===== src/rtl/decoder_rr_arbiter.sv =====
// Round-robin arbiter sharing one 4-way decoded resource between four requesters.
// Grants are registered as a 2-bit owner index plus its enable-gated one-hot decode.
module decoder_rr_arbiter #(
    parameter int MAX_HOLD = 16,
    parameter int CNT_W    = 8
) (
    input  logic       clk,
    input  logic       rst,
    input  logic [3:0] req,
    output logic [3:0] gnt,
    output logic [1:0] gnt_idx,
    output logic       gnt_valid,
    output logic       timeout
);

    typedef enum logic [0:0] {
        IDLE  = 1'b0,
        GRANT = 1'b1
    } state_t;

    localparam logic [CNT_W-1:0] CNT_ZERO  = {CNT_W{1'b0}};
    localparam logic [CNT_W-1:0] CNT_ONE   = {{(CNT_W-1){1'b0}}, 1'b1};
    localparam logic [CNT_W-1:0] CNT_MAX   = {CNT_W{1'b1}};
    localparam logic [CNT_W-1:0] HOLD_LAST = (MAX_HOLD == 0) ? CNT_ZERO : CNT_W'(MAX_HOLD - 1);

    function automatic logic [3:0] decode(input logic [1:0] idx);
        decode = 4'b0001 << idx;
    endfunction

    state_t           state_q, state_d;
    logic [3:0]       gnt_q, gnt_d;
    logic [1:0]       gnt_idx_q, gnt_idx_d;
    logic             gnt_valid_q, gnt_valid_d;
    logic             timeout_q, timeout_d;
    logic [CNT_W-1:0] hold_cnt_q, hold_cnt_d;
    logic [1:0]       last_idx_q, last_idx_d;
    logic [1:0]       cand1_s, cand2_s, cand3_s, cand4_s;
    logic [1:0]       pick_idx_s;

    // Rotating priority scan starting just after the previous owner.
    always_comb begin
        cand1_s    = last_idx_q + 2'd1;
        cand2_s    = last_idx_q + 2'd2;
        cand3_s    = last_idx_q + 2'd3;
        cand4_s    = last_idx_q;
        pick_idx_s = req[cand1_s] ? cand1_s :
                     req[cand2_s] ? cand2_s :
                     req[cand3_s] ? cand3_s : cand4_s;
    end

    // Ownership sequencing: grant, hold counting, release and revocation.
    always_comb begin
        state_d     = state_q;
        gnt_idx_d   = gnt_idx_q;
        gnt_valid_d = gnt_valid_q;
        hold_cnt_d  = hold_cnt_q;
        last_idx_d  = last_idx_q;
        timeout_d   = 1'b0;
        case (state_q)
            IDLE: begin
                if (req != 4'b0000) begin
                    gnt_idx_d   = pick_idx_s;
                    gnt_valid_d = 1'b1;
                    hold_cnt_d  = CNT_ZERO;
                    state_d     = GRANT;
                end else begin
                    gnt_valid_d = 1'b0;
                end
            end
            GRANT: begin
                if (!req[gnt_idx_q]) begin
                    gnt_valid_d = 1'b0;
                    last_idx_d  = gnt_idx_q;
                    state_d     = IDLE;
                end else if ((MAX_HOLD != 0) && (hold_cnt_q == HOLD_LAST)) begin
                    gnt_valid_d = 1'b0;
                    last_idx_d  = gnt_idx_q;
                    timeout_d   = 1'b1;
                    state_d     = IDLE;
                end else begin
                    // Without a limit the counter stays parked at zero.
                    hold_cnt_d = (MAX_HOLD == 0)        ? CNT_ZERO :
                                 (hold_cnt_q == CNT_MAX) ? hold_cnt_q :
                                                           hold_cnt_q + CNT_ONE;
                end
            end
            default: begin
                gnt_valid_d = 1'b0;
                state_d     = IDLE;
            end
        endcase
        gnt_d = gnt_valid_d ? decode(gnt_idx_d) : 4'b0000;
    end

    // State and output registers with synchronous reset.
    always_ff @(posedge clk) begin
        if (rst) begin
            state_q     <= IDLE;
            gnt_q       <= 4'b0000;
            gnt_idx_q   <= 2'b00;
            gnt_valid_q <= 1'b0;
            timeout_q   <= 1'b0;
            hold_cnt_q  <= CNT_ZERO;
            last_idx_q  <= 2'b11;
        end else begin
            state_q     <= state_d;
            gnt_q       <= gnt_d;
            gnt_idx_q   <= gnt_idx_d;
            gnt_valid_q <= gnt_valid_d;
            timeout_q   <= timeout_d;
            hold_cnt_q  <= hold_cnt_d;
            last_idx_q  <= last_idx_d;
        end
    end

    assign gnt       = gnt_q;
    assign gnt_idx   = gnt_idx_q;
    assign gnt_valid = gnt_valid_q;
    assign timeout   = timeout_q;

endmodule


===== config.mk =====
export PLATFORM = sky130hd
export DESIGN_NAME = decoder_rr_arbiter
export DESIGN_NICKNAME = d
export VERILOG_FILES = /design/src/rtl/decoder_rr_arbiter.sv
export SDC_FILE = /design/constraint.sdc
export NUM_CORES = 1
export LEC_CHECK = 0
export ABC_AREA = 0
export ABC_CLOCK_PERIOD_IN_PS = 1900
export CAP_MARGIN = 40
export CORE_MARGIN = 3
export CORE_UTILIZATION = 47
export DETAILED_ROUTE_END_ITERATION = 10
export PLACE_DENSITY = 0.8
export SLEW_MARGIN = 20
export SYNTH_ARGS = -nofsm -noshare
export SYNTH_HDL_FRONTEND = slang
export SYNTH_SLANG_ARGS = --single-unit

===== constraint.sdc =====
create_clock -name clk -period 1.9 [get_ports clk]
set_input_delay 0.19 -clock clk [delete_from_list [all_inputs] [get_ports clk]]
set_output_delay 0.19 -clock clk [all_outputs]
set_load 0.05 [all_outputs]

### Word level (Yosys, flattened, before mapping)

Cells that the tools add are included.
W data, S select, Z words.

| word-level totals | value |
|---|---|
| word-level logic and storage cells | 59 |
| register bits after elaboration | 19 |
| bits of input ports | 6 |

| operators by class | value |
|---|---|
| reduce and logical (&&, ||, !) cells | 5 |
| eq/ne operators | 7 |
| muxes and demuxes | 28 |
| magnitude comparators | 4 |
| bitwise gates (word level) | 3 |
| add/subtract/negate cells | 4 |
| shift operators | 1 |

Operators by type and width:

| kind | number |
|---|---|
| $mux W8 | 4 |
| $pmux W8 S2 | 1 |
| $mux W2 | 7 |
| $lt A2 B3 Y1 const B | 4 |
| $mux W1 | 10 |
| $add A8 B1 Y8 const B | 1 |
| $bmux W1 S2 | 4 |
| $eq A8 B4 Y1 const B | 1 |
| $eq A8 B8 Y1 const B | 1 |
| $ne A2 B2 Y1 const B | 3 |
| $add A2 B2 Y2 const B | 2 |
| $ne A2 B1 Y1 const B | 2 |
| $pmux W1 S2 | 2 |
| $reduce_and A4 Y1 | 1 |
| $reduce_bool A4 Y1 | 1 |
| $shl A1 B2 Y4 const A | 1 |
| $not A1 Y1 | 3 |
| $reduce_or A3 Y1 | 1 |
| $add A2 B1 Y2 const B | 1 |
| $reduce_and A2 Y1 | 1 |
| $reduce_or A2 Y1 | 1 |

### Depth between registers and ports, before layout

Gate-level depths: netlist of run 1.

| depth | value |
|---|---|
| depth in word-level cells | 9 |
| depth in mapped cells | 7 |
| mapped depth without buffers | 6 |

### Worst setup path after synthesis of run 1

OpenSTA, ideal clock, no wires.

| timing path | value |
|---|---|
| path kind | reg2reg |
| start point | reg gnt_idx_q[1], in the netlist gnt_idx[1] |
| end point | reg last_idx_q[0], in the netlist cand4_s[0] |
| arrival | 1.801 ns |
| buffers on the path | 0 |
| cell stages (with the launch flop) | 5 |
| clock period less this slack | 1.921 ns |
| setup slack | -0.021 ns |
| cells stage by stage | dfxtp_1 -> mux2_2 -> o22ai_4 -> nor2_1 -> a211o_1 |

| on the way | value |
|---|---|
| longest elaborated chain between the ends | 4 |
| elaborated cells between the ends (all ways) | 5 |
| those cells by class | 1 x eq/ne; 3 x mux; 1 x reduce/logical |

RTL lines:

| what | line | text |
|---|---|---|
| start: declaration | 32 | `logic [1:0] gnt_idx_q, gnt_idx_d;` |
| start signal: assignment | 108 | `gnt_idx_q <= gnt_idx_d;` |
| $bmux W1 S2 * | 71 | `if (!req[gnt_idx_q]) begin` |
| $mux W1 (implied by the code) * | 71 |  |
| $ne A2 B1 Y1 (no source line) | -- |  |
| $reduce_and A2 Y1 (no source line) | -- |  |
| end signal: assignment | 112 | `last_idx_q <= last_idx_d;` |
| end: declaration | 36 | `logic [1:0] last_idx_q, last_idx_d;` |

Every way passes the cells marked *; elsewhere a longest branch is shown, timed or not. The select of a mux whose other input is x is not followed.
A chain may end at the register's enable or synchronous reset.

### Final worst setup path of run 1

| timing path | value |
|---|---|
| start point | reg gnt_idx_q[0], in the netlist gnt_idx[0] |
| end point | out gnt_idx[0] |

RTL lines:

| what | line | text |
|---|---|---|
| end: declaration | 11 | `output logic [1:0] gnt_idx,` |

No word-level cell between the ends.

==> flow_summary.yaml, run 1 <==
yosys:
  syn_nets: 116
  synth_xor_area_share_pct: 3.51
  synthArstFlopShare_pct: 0
  synth_top_area_share_pct: 38.1
  synth_area_per_cell_um2: 9.16
  synth_most_common_cell: "dfxtp_1"
  yosys.area_share.adder_pct: 1.25
  ys_ff_latch: 19
  synth_compound_area_share_pct: 15.3
  synth_edf_count: 0
  synth_top_family_by_area: "simple AND/OR/NAND/NOR gates"
  synthTopCellsByArea: "dfxtp_1, nor2_1, a21oi_1"
  ys.flop_type: "dfxtp_1"
  ys_seq_area_share_pct: 38.1
  synthTopCellsByCount: "dfxtp_1, nor2_1, a21oi_1"
  syn-cell-area_um2: 998
  synth_cell_type_count: 36
  yosys.area.top_type: "dfxtp_1"
  synthCells: 109
  yosys_warnings: 0
  muxShareOfSynthArea_pct: 7.39
  yosys.area_share.simple_pct: 31.5
worst_setup_path:
  reg2reg_slack_ns: 0.09
  regToRegStartpoint: "hold_cnt_q[0]"
  critical_path_arrival_ns: 1.63
  path_cells: "clkdlybuf4s50_1"
  crit_type: "flop to primary output"
  regToRegEndpoint: "hold_cnt_q[4]"
  slowest_delay_ns: 0.86
  critPathBufInv: 1
  cp_top_family: "buffers and inverters"
  path_max_fanout: 6
  reg2reg_depth: 6
  cp_slowest_cell: "clkdlybuf4s50_1"
  cp-start-kind: "flop"
  end_kind: "primary output"
  cp.required_ns: 1.71
flow_run:
  max_cap_violations: 0
detailed_routing:
  met1_length_um: 953
  dr_wl_met3_um: 57
  dr.pass1.iters: 4
  avgViaCountPerCell: 5.44
  drcViolationCount: 0
  vias: 859
  dr_wl_met2_mm: 1.10
  drtAntennaViolNets: 0
  drt_iter0_markers: 18
  post_drt_wl_per_cell_um: 13.6
  highest_layer: "met4"
  wl_mm: 2.15
worst_hold_path:
  hp-class: "flop to flop"
  hold_start: "hold_cnt_q[6]"
  holdPathEnd: "hold_cnt_q[6]"
  hold_depth: 2
final_layout:
  design_area_mm2: 0.00125
  stdcell_count: 158
  syn_to_final_growth_pct: 24.8
  nets: 139
  n_antenna_cell: 0
  drive_gt1_share_pct: 23.7
  fillers: 166
placement:
  io_buffers: 13
  post-dp-hpwl_mm: 1.65
  placed_area_mm2: 0.00121
  place_inst: 154
  place_congestion: 0.879
pwr:
  vdd_ir_drop_max_v: 0.000616
  p_leak_nw: 0.483
  power_density_mw_per_mm2: 760
clock_tree:
  root_buffer: "clkbuf_4"
  htree_levels: 1
  cts_tree: "done"
  postCtsHoldBufs: 0
  cts_made_buffers: 3
  clk_latency_ns: 0.30
  clock-sinks: 19
  clk_path_buf_depth: 2
  clk_pin_slew_worst_paths_ns: 0.11
  post_cts_buffers: 0
timing:
  report.final.slew_viol_count: 0
  min_period_over_period_pct: 95.9
  rsz0062_at_grt: "false"
  final.min_clock_period_ns: 1.82
  final-hold-violation-count: 0
  setup_viol: 0
  clock.fmax_mhz: 549
  tightest_slew_ns: 0.505
  relSlewSlack_pct: 66.0
  finalClockSkew_ns: 0.00206
floorplanning:
  row_count: 16
  die_y_um: 52.1
  io_pins: 14
  core_region_area_mm2: 0.00198
  die-area_mm2: 0.00271
  start_util_pct: 50.4
  die_x_um: 52.1
status:
  outcome: "complete, no violations"
global_routing:
  grt_pass1_wl_mm: 3.46
  grtUsageTotal_pct: 17.9
  grt_antenna_before_repair: 0
  grt_max_degree: 12
  grt-ovfl-total: 0
  grt_pass1_vias: 828
==> stage by stage <==
step	hold WS [ns]	util, %	setup WS (ns)	setup TNS [ns]	power [mW]
3_5_place_dp	0.554	61.0	-0.0756	-0.699	0.748
4_1_cts	0.559	62.4	0.0205	0	0.949
6_report	0.574	62.9	0.0786	0	0.947
3_3_place_gp	0.539	61.0	-0.00492	-0.00591	0.740
2_1_floorplan	0.480	-	0.155	0	0.654
5_1_grt	0.582	62.9	0.00826	0	0.994
==> per-layer routing <==
metal  up-vias  track usage [%]
met1       400             19.2
met5         -                0
met3         5             2.58
met4         0             10.5
met2        16             32.6
li1        438                -
==> cell families after synthesis <==
| group | count (synthesis) |
|---|---|
| xor+xnor | 4 |
| simple gates | 53 |
| mux | 7 |
| flops | 19 |
| compound gates | 19 |
| fa+ha+maj | 1 |
| buf+inv | 6 |
==> flip-flops by register name, indices dropped and copies added (netlist names) <==
register    cells
hold_cnt_q      8
state_q         1
cand4_s         2
gnt_idx         2
timeout         1
gnt             4
gnt_valid       1
==> worst min-delay path, delay by kind of cell (launching register included) <==
| kind | cells | cell delay, ns |
|---|---|---|
| flip-flops | 1 | 0.38 |
| AND/OR/NAND/NOR | 1 | 0.07 |
| XOR/XNOR | 1 | 0.09 |
==> cells in the final DEF (no fill, tap or decap), types with 2 or more instances in the layout <==
cell type and count:
dfxtp_1 18, nor2_1 17, clkdlybuf4s50_1 13, buf_4 9, a21oi_1 8, nand2_1 6
nand2b_1 4, xnor2_1 4, mux2i_1 4, mux2_2 3, nand3_1 3, clkbuf_4 3
nor4_1 2, and3_1 2, nor3_1 2, o22ai_4 2, nand4_1 2, inv_1 2
a31o_2 2, nor3b_1 2, nor4b_2 2, nor2b_1 2, a211o_1 2
==> where the power goes <==
| group | internal, mW | switching, mW | total [mW] | leakage, nW |
|---|---|---|---|---|
| registers | 0.428 | 0.0336 | 0.461 | 0.155 |
| logic | 0.122 | 0.158 | 0.280 | 0.310 |
| clock network | 0.0785 | 0.127 | 0.206 | 0.0177 |
| total | 0.628 | 0.319 | 0.947 | 0.483 |
==> what timing repair did <==
action,CTS,global route
hold endpoints to repair,0,0
endpoints found under the setup margin,0,11
resized for setup,0,3
==> worst max path at each step <==
| stage | endpoint | startpoint | depth (start not counted) | slack [ns] |
|---|---|---|---|---|
| 2_1_floorplan | hold_cnt_q[2] | hold_cnt_q[1] | 7 | 0.16 |
| 3_3_place_gp | hold_cnt_q[2] | req[1] | 5 | -0.005 |
| 3_5_place_dp | cand4_s[1] | req[1] | 6 | -0.08 |
| 4_1_cts | hold_cnt_q[2] | hold_cnt_q[0] | 6 | 0.02 |
| 5_1_grt | hold_cnt_q[2] | hold_cnt_q[0] | 6 | 0.008 |
| 6_report | gnt_idx[0] | gnt_idx[0] | 1 | 0.08 |
==> final cells by class <==
class	count	area (um^2)	share of cell area, %
multi-input cells	84	598	48.0
flip-flops and latches	19	382	30.6
repair buffers	22	198	15.9
well taps	27	33.8	2.71
clock buffers	3	22.5	1.81
inverters	2	7.51	0.602
clock inverters	1	5.00	0.402
(Power assumes the default switching activity.)
==> inputs of run 2 (changes only) <==
- CORE_UTILIZATION: 47 -> 40
- PLACE_DENSITY: 0.8 -> 0.71
==> run 2 against run 1 <==
Against the previous run: routed wire length grew 0.28%; critical path depth grew 5; design area grew 0.70%; sequential share of layout area shrank 0.21 points; first-iteration DRC count grew 22%; clock skew grew 0.0069 ns; combinational power is essentially flat; non-clock buffer count grew 1; final cell count grew 1.3%; worst setup slack lost 0.032 ns; die area grew 15%; via count grew 0.81%; critical endpoint is now hold_cnt_q[3]; highest routed layer unchanged.
==> flow_summary.yaml, run 2 (synthesized netlist as in run 1, its figures left out) <==
floorplanning:
  row_count: 17
  die_x_um: 56.0
  die_y_um: 56.0
  io_pins: 14
  start_util_pct: 43.5
  core_region_area_mm2: 0.00230
  die-area_mm2: 0.00313
worst_hold_path:
  hp-class: "flop to flop"
  hold_depth: 2
pwr:
  vdd_ir_drop_max_v: 0.000464
  power_density_mw_per_mm2: 759
  p_leak_nw: 0.483
final_layout:
  regArea_um2: 382
  drive_gt1_share_pct: 24.2
  final_common_cell: "dfxtp_1"
  n_antenna_cell: 0
  mostFrequentLayoutCells: "dfxtp_1, nor2_1, clkdlybuf4s50_1"
  top_register: "hold_cnt_q"
  design_area_mm2: 0.00125
  fillers: 222
  nets: 140
  largest_register_ffs: 8
  multi_input_area_um2: 596
  syn_to_final_growth_pct: 25.7
worst_setup_path:
  crit_type: "flop to flop"
  cp.required_ns: 2.10
  end_kind: "flop"
  cp_top_family: "simple AND/OR/NAND/NOR gates"
  slowest_delay_ns: 0.43
  cp_slowest_cell: "nor4_1"
  path_cells: "ha_1 > and3_1 > and4b_2 > nor4_1 > xnor2_1 > nor2_1"
  crit_cells: 6
  critical_path_arrival_ns: 2.06
  reg2reg_depth: 6
  path_max_fanout: 8
  cp-start-kind: "flop"
  critPathBufInv: 0
timing:
  fin_hold_ws_ns: 0.565
  finalClockSkew_ns: 0.00892
  relSlewSlack_pct: 65.9
  min_period_over_period_pct: 97.5
  rsz0062_at_grt: "false"
  final-hold-violation-count: 0
  setup_viol: 0
  final.min_clock_period_ns: 1.85
  clock.fmax_mhz: 540
  report.final.slew_viol_count: 0
  tightest_slew_ns: 0.510
clock_tree:
  clk_latency_ns: 0.30
  clk_pin_slew_worst_paths_ns: 0.11
  clock-sinks: 19
  htree_levels: 1
  cts_made_buffers: 3
  postCtsHoldBufs: 0
  clk_path_buf_depth: 2
  root_buffer: "clkbuf_4"
  cts_tree: "done"
detailed_routing:
  dr.pass1.iters: 4
  post_drt_wl_per_cell_um: 13.5
  wl_mm: 2.16
  vias: 866
  drtAntennaViolNets: 0
  drt_iter0_markers: 22
  avgViaCountPerCell: 5.41
  drcViolationCount: 0
global_routing:
  grt-ovfl-total: 0
  grtUsageTotal_pct: 14.9
  grt_max_degree: 13
  grt_pass1_vias: 829
  grt_pass1_wl_mm: 3.73
  grt_antenna_before_repair: 0
placement:
  io_buffers: 13
  post-dp-hpwl_mm: 1.61
  place_congestion: 0.800
  placed_area_mm2: 0.00121
flow_run:
  max_cap_violations: 0
status:
  outcome: "complete, no violations"
-- run 2: cell types whose count changed in the layout (fill, tap and decap cells not counted), sizes merged --
cell | before | now
clkinvlp | 0 | 1
clkinv | 1 | 0
buf | 9 | 10
-- run 2: report_power, final --
part | switching [mW] | internal (mW)
Combinational | 0.158 | 0.121
Sequential | 0.0336 | 0.428
Clock | 0.132 | 0.0803
-- run 2: path summary, 6_finish.rpt --
path	from	to	slack [ns]
worst max-delay path	hold_cnt_q[0]	hold_cnt_q[3]	0.05
worst min-delay path	hold_cnt_q[6]	hold_cnt_q[6]	0.56
worst max register to register	hold_cnt_q[0]	hold_cnt_q[3]	0.05
worst min register to register	hold_cnt_q[6]	hold_cnt_q[6]	0.56
-- run 2: repair_timing --
| item | 4_1_cts | 5_1_grt |
|---|---|---|
| resized for setup | 0 | 3 |
| setup endpoints to repair | 2 | 7 |
| hold endpoints to repair | 0 | 0 |
| buffers inserted | 0 | 1 |
| pin swaps | 1 | 1 |
-- run 2: per-layer routing --
metal	vias up	track usage, %	part of all wire (%)
li1	439	-	-
met1	406	17.8	45
met2	19	24.7	50
met3	2	5.34	4.6
met4	0	5.08	0.93
met5	-	0	0
-- run 2: area by class of cell --
class / count / area share [%]
Clock buffer: 3 / 1.79
Sequential cell: 19 / 30.4
Timing Repair Buffer: 23 / 16.4
Inverter: 2 / 0.598
Multi-Input combinational cell: 84 / 47.5
Tap cell: 28 / 2.79
Clock inverter: 1 / 0.598
-- run 2: per-stage QoR --
stage / utilization [%] / total power, mW / std cells / setup WS (ns) / setup TNS [ns]
after floorplan: - / 0.654 / 109 / 0.155 / 0
after global placement: 52.7 / 0.740 / 155 / -0.0303 / -0.0406
after detailed placement: 52.7 / 0.744 / 155 / -0.0693 / -0.354
after CTS: 54.0 / 0.959 / 159 / 0.0352 / 0
after global routing: 54.6 / 1.01 / 160 / 0.00596 / 0
final: 54.6 / 0.952 / 160 / 0.0468 / 0
-- run 2: worst register-to-register path: cells and delay by family, from the launching register on --
family                   cells  cell delay, ns
flip-flops                   1            0.36
AND/OR/NAND/NOR              4            0.99
adder cells (fa/ha/maj)      1            0.24
XOR/XNOR                     1            0.17
==> inputs of run 3 (changes only) <==
- REMOVE_ABC_BUFFERS: unset -> 1
==> run 3 against run 2 <==
Against the previous run: first-iteration DRC count down 14%; count of clock-buffer cells in the layout is the same; global-route usage fell by 0.86 points; worst setup slack gained 0.043 ns; design area is 0.50% lower; critical endpoint is now gnt_idx[1]; largest cell class unchanged; highest routed layer unchanged.
==> flow_summary.yaml, run 3 (synthesized netlist as in run 1, its figures left out) <==
final_layout:
  mostFrequentLayoutCells: "dfxtp_1, nor2_1, clkdlybuf4s50_1"
  nets: 139
  final_common_cell: "dfxtp_1"
  syn_to_final_growth_pct: 25.1
  stdcell_count: 159
  final_util_pct: 54.4
  top_register: "hold_cnt_q"
  drive_gt1_share_pct: 22.9
  largest_register_ffs: 8
  fillers: 220
  n_antenna_cell: 0
status:
  outcome: "complete, no violations"
global_routing:
  grt_pass1_vias: 857
  grtUsageTotal_pct: 14.1
  grt_max_degree: 13
  grt_pass1_wl_mm: 3.63
  grt-ovfl-total: 0
  grt_antenna_before_repair: 0
pwr:
  power_density_mw_per_mm2: 760
  vdd_ir_drop_max_v: 0.000488
  p_leak_nw: 0.480
clock_tree:
  postCtsHoldBufs: 0
  htree_levels: 1
  ctsResizeCount: 0
  clk_latency_ns: 0.30
  root_buffer: "clkbuf_4"
  cts_made_buffers: 3
  clk_pin_slew_worst_paths_ns: 0.11
  cts_tree: "done"
  clk_path_buf_depth: 2
  post_cts_buffers: 0
  clock-sinks: 19
placement:
  io_buffers: 13
  post-dp-hpwl_mm: 1.59
  place_inst: 155
  pre_cts_ws_ns: -0.0629
  place_congestion: 0.739
worst_hold_path:
  hold_depth: 2
  hp-class: "flop to flop"
  hold_start: "hold_cnt_q[6]"
  holdPathEnd: "hold_cnt_q[6]"
detailed_routing:
  post_drt_wl_per_cell_um: 12.7
  vias: 861
  drtAntennaViolNets: 0
  dr.pass1.iters: 4
  wl_mm: 2.01
  avgViaCountPerCell: 5.42
  drt_iter0_markers: 19
  drcViolationCount: 0
timing:
  setup_viol: 0
  relSlewSlack_pct: 66.1
  final.min_clock_period_ns: 1.81
  finalClockSkew_ns: 0.00514
  setup_ws_ns: 0.0894
  final-hold-violation-count: 0
  report.final.slew_viol_count: 0
  clock.fmax_mhz: 552
  rsz0062_at_grt: "true"
  min_period_over_period_pct: 95.3
  tightest_slew_ns: 0.507
flow_run:
  max_cap_violations: 0
worst_setup_path:
  cp_slowest_cell: "clkdlybuf4s50_1"
  cp-start-kind: "flop"
  regToRegEndpoint: "hold_cnt_q[5]"
  reg2reg_slack_ns: 0.12
  crit_start: "gnt_idx[1]"
  end_kind: "primary output"
  crit_cells: 1
  critPathBufInv: 1
  regToRegStartpoint: "hold_cnt_q[0]"
  slowest_delay_ns: 0.85
  crit_type: "flop to primary output"
  path_cells: "clkdlybuf4s50_1"
  path_max_fanout: 6
  cp_top_family: "buffers and inverters"
  reg2reg_depth: 6
  critical_path_arrival_ns: 1.62
  cp.required_ns: 1.71
floorplanning:
  start_util_pct: 43.5
  row_count: 17
  die_y_um: 56.0
  die-area_mm2: 0.00313
  io_pins: 14
  core_region_area_mm2: 0.00230
  die_x_um: 56.0
==> run 3: changes by cell type in the layout (fill, tap and decap cells not counted), sizes merged <==
cell  delta
buf      -1
==> run 3: cell type report <==
type,count,area (um^2),area share (%)
clock buffers,3,22.5,1.80
inverters,2,7.51,0.601
multi-input cells,84,598,47.9
well taps,28,35.0,2.81
clock inverters,1,7.51,0.601
repair buffers,22,198,15.8
flip-flops and latches,19,380,30.5
==> run 3: routing by layer <==
layer | part of all wire, % | routed length (um) | up-vias | GRT usage (%)
met5 | 0 | 0 | - | 0
met4 | 0.50 | 10 | 0 | 3.05
met3 | 5.7 | 114 | 2 | 4.64
met2 | 50 | 1010 | 17 | 24.4
met1 | 44 | 882 | 401 | 16.8
li1 | - | - | 441 | -
==> run 3: worst max path at each step <==
stage	to	slack, ns
after detailed placement	hold_cnt_q[2]	-0.06
after CTS	cand4_s[1]	0.03
final	gnt_idx[1]	0.09
after global routing	gnt[1]	-0.005
after floorplan	cand4_s[0]	-0.02
after global placement	hold_cnt_q[2]	-0.03
==> run 3: report_power, final <==
group	leakage, nW	internal [mW]	switching (mW)
Clock	0.0139	0.0801	0.129
Combinational	0.311	0.122	0.158
Sequential	0.155	0.427	0.0332
==> run 3: through the flow <==
step / hold slack, ns / setup TNS [ns] / power [mW] / instance area, um^2
CTS: 0.575 / 0 / 0.959 / 1240
detailed placement: 0.549 / -0.448 / 0.749 / 1210
global placement: 0.538 / -0.127 / 0.743 / 1210
global route: 0.587 / -0.00502 / 1.00 / 1250
floorplan: 0.252 / -0.0459 / 0.649 / 976
finish: 0.570 / 0 / 0.949 / 1250
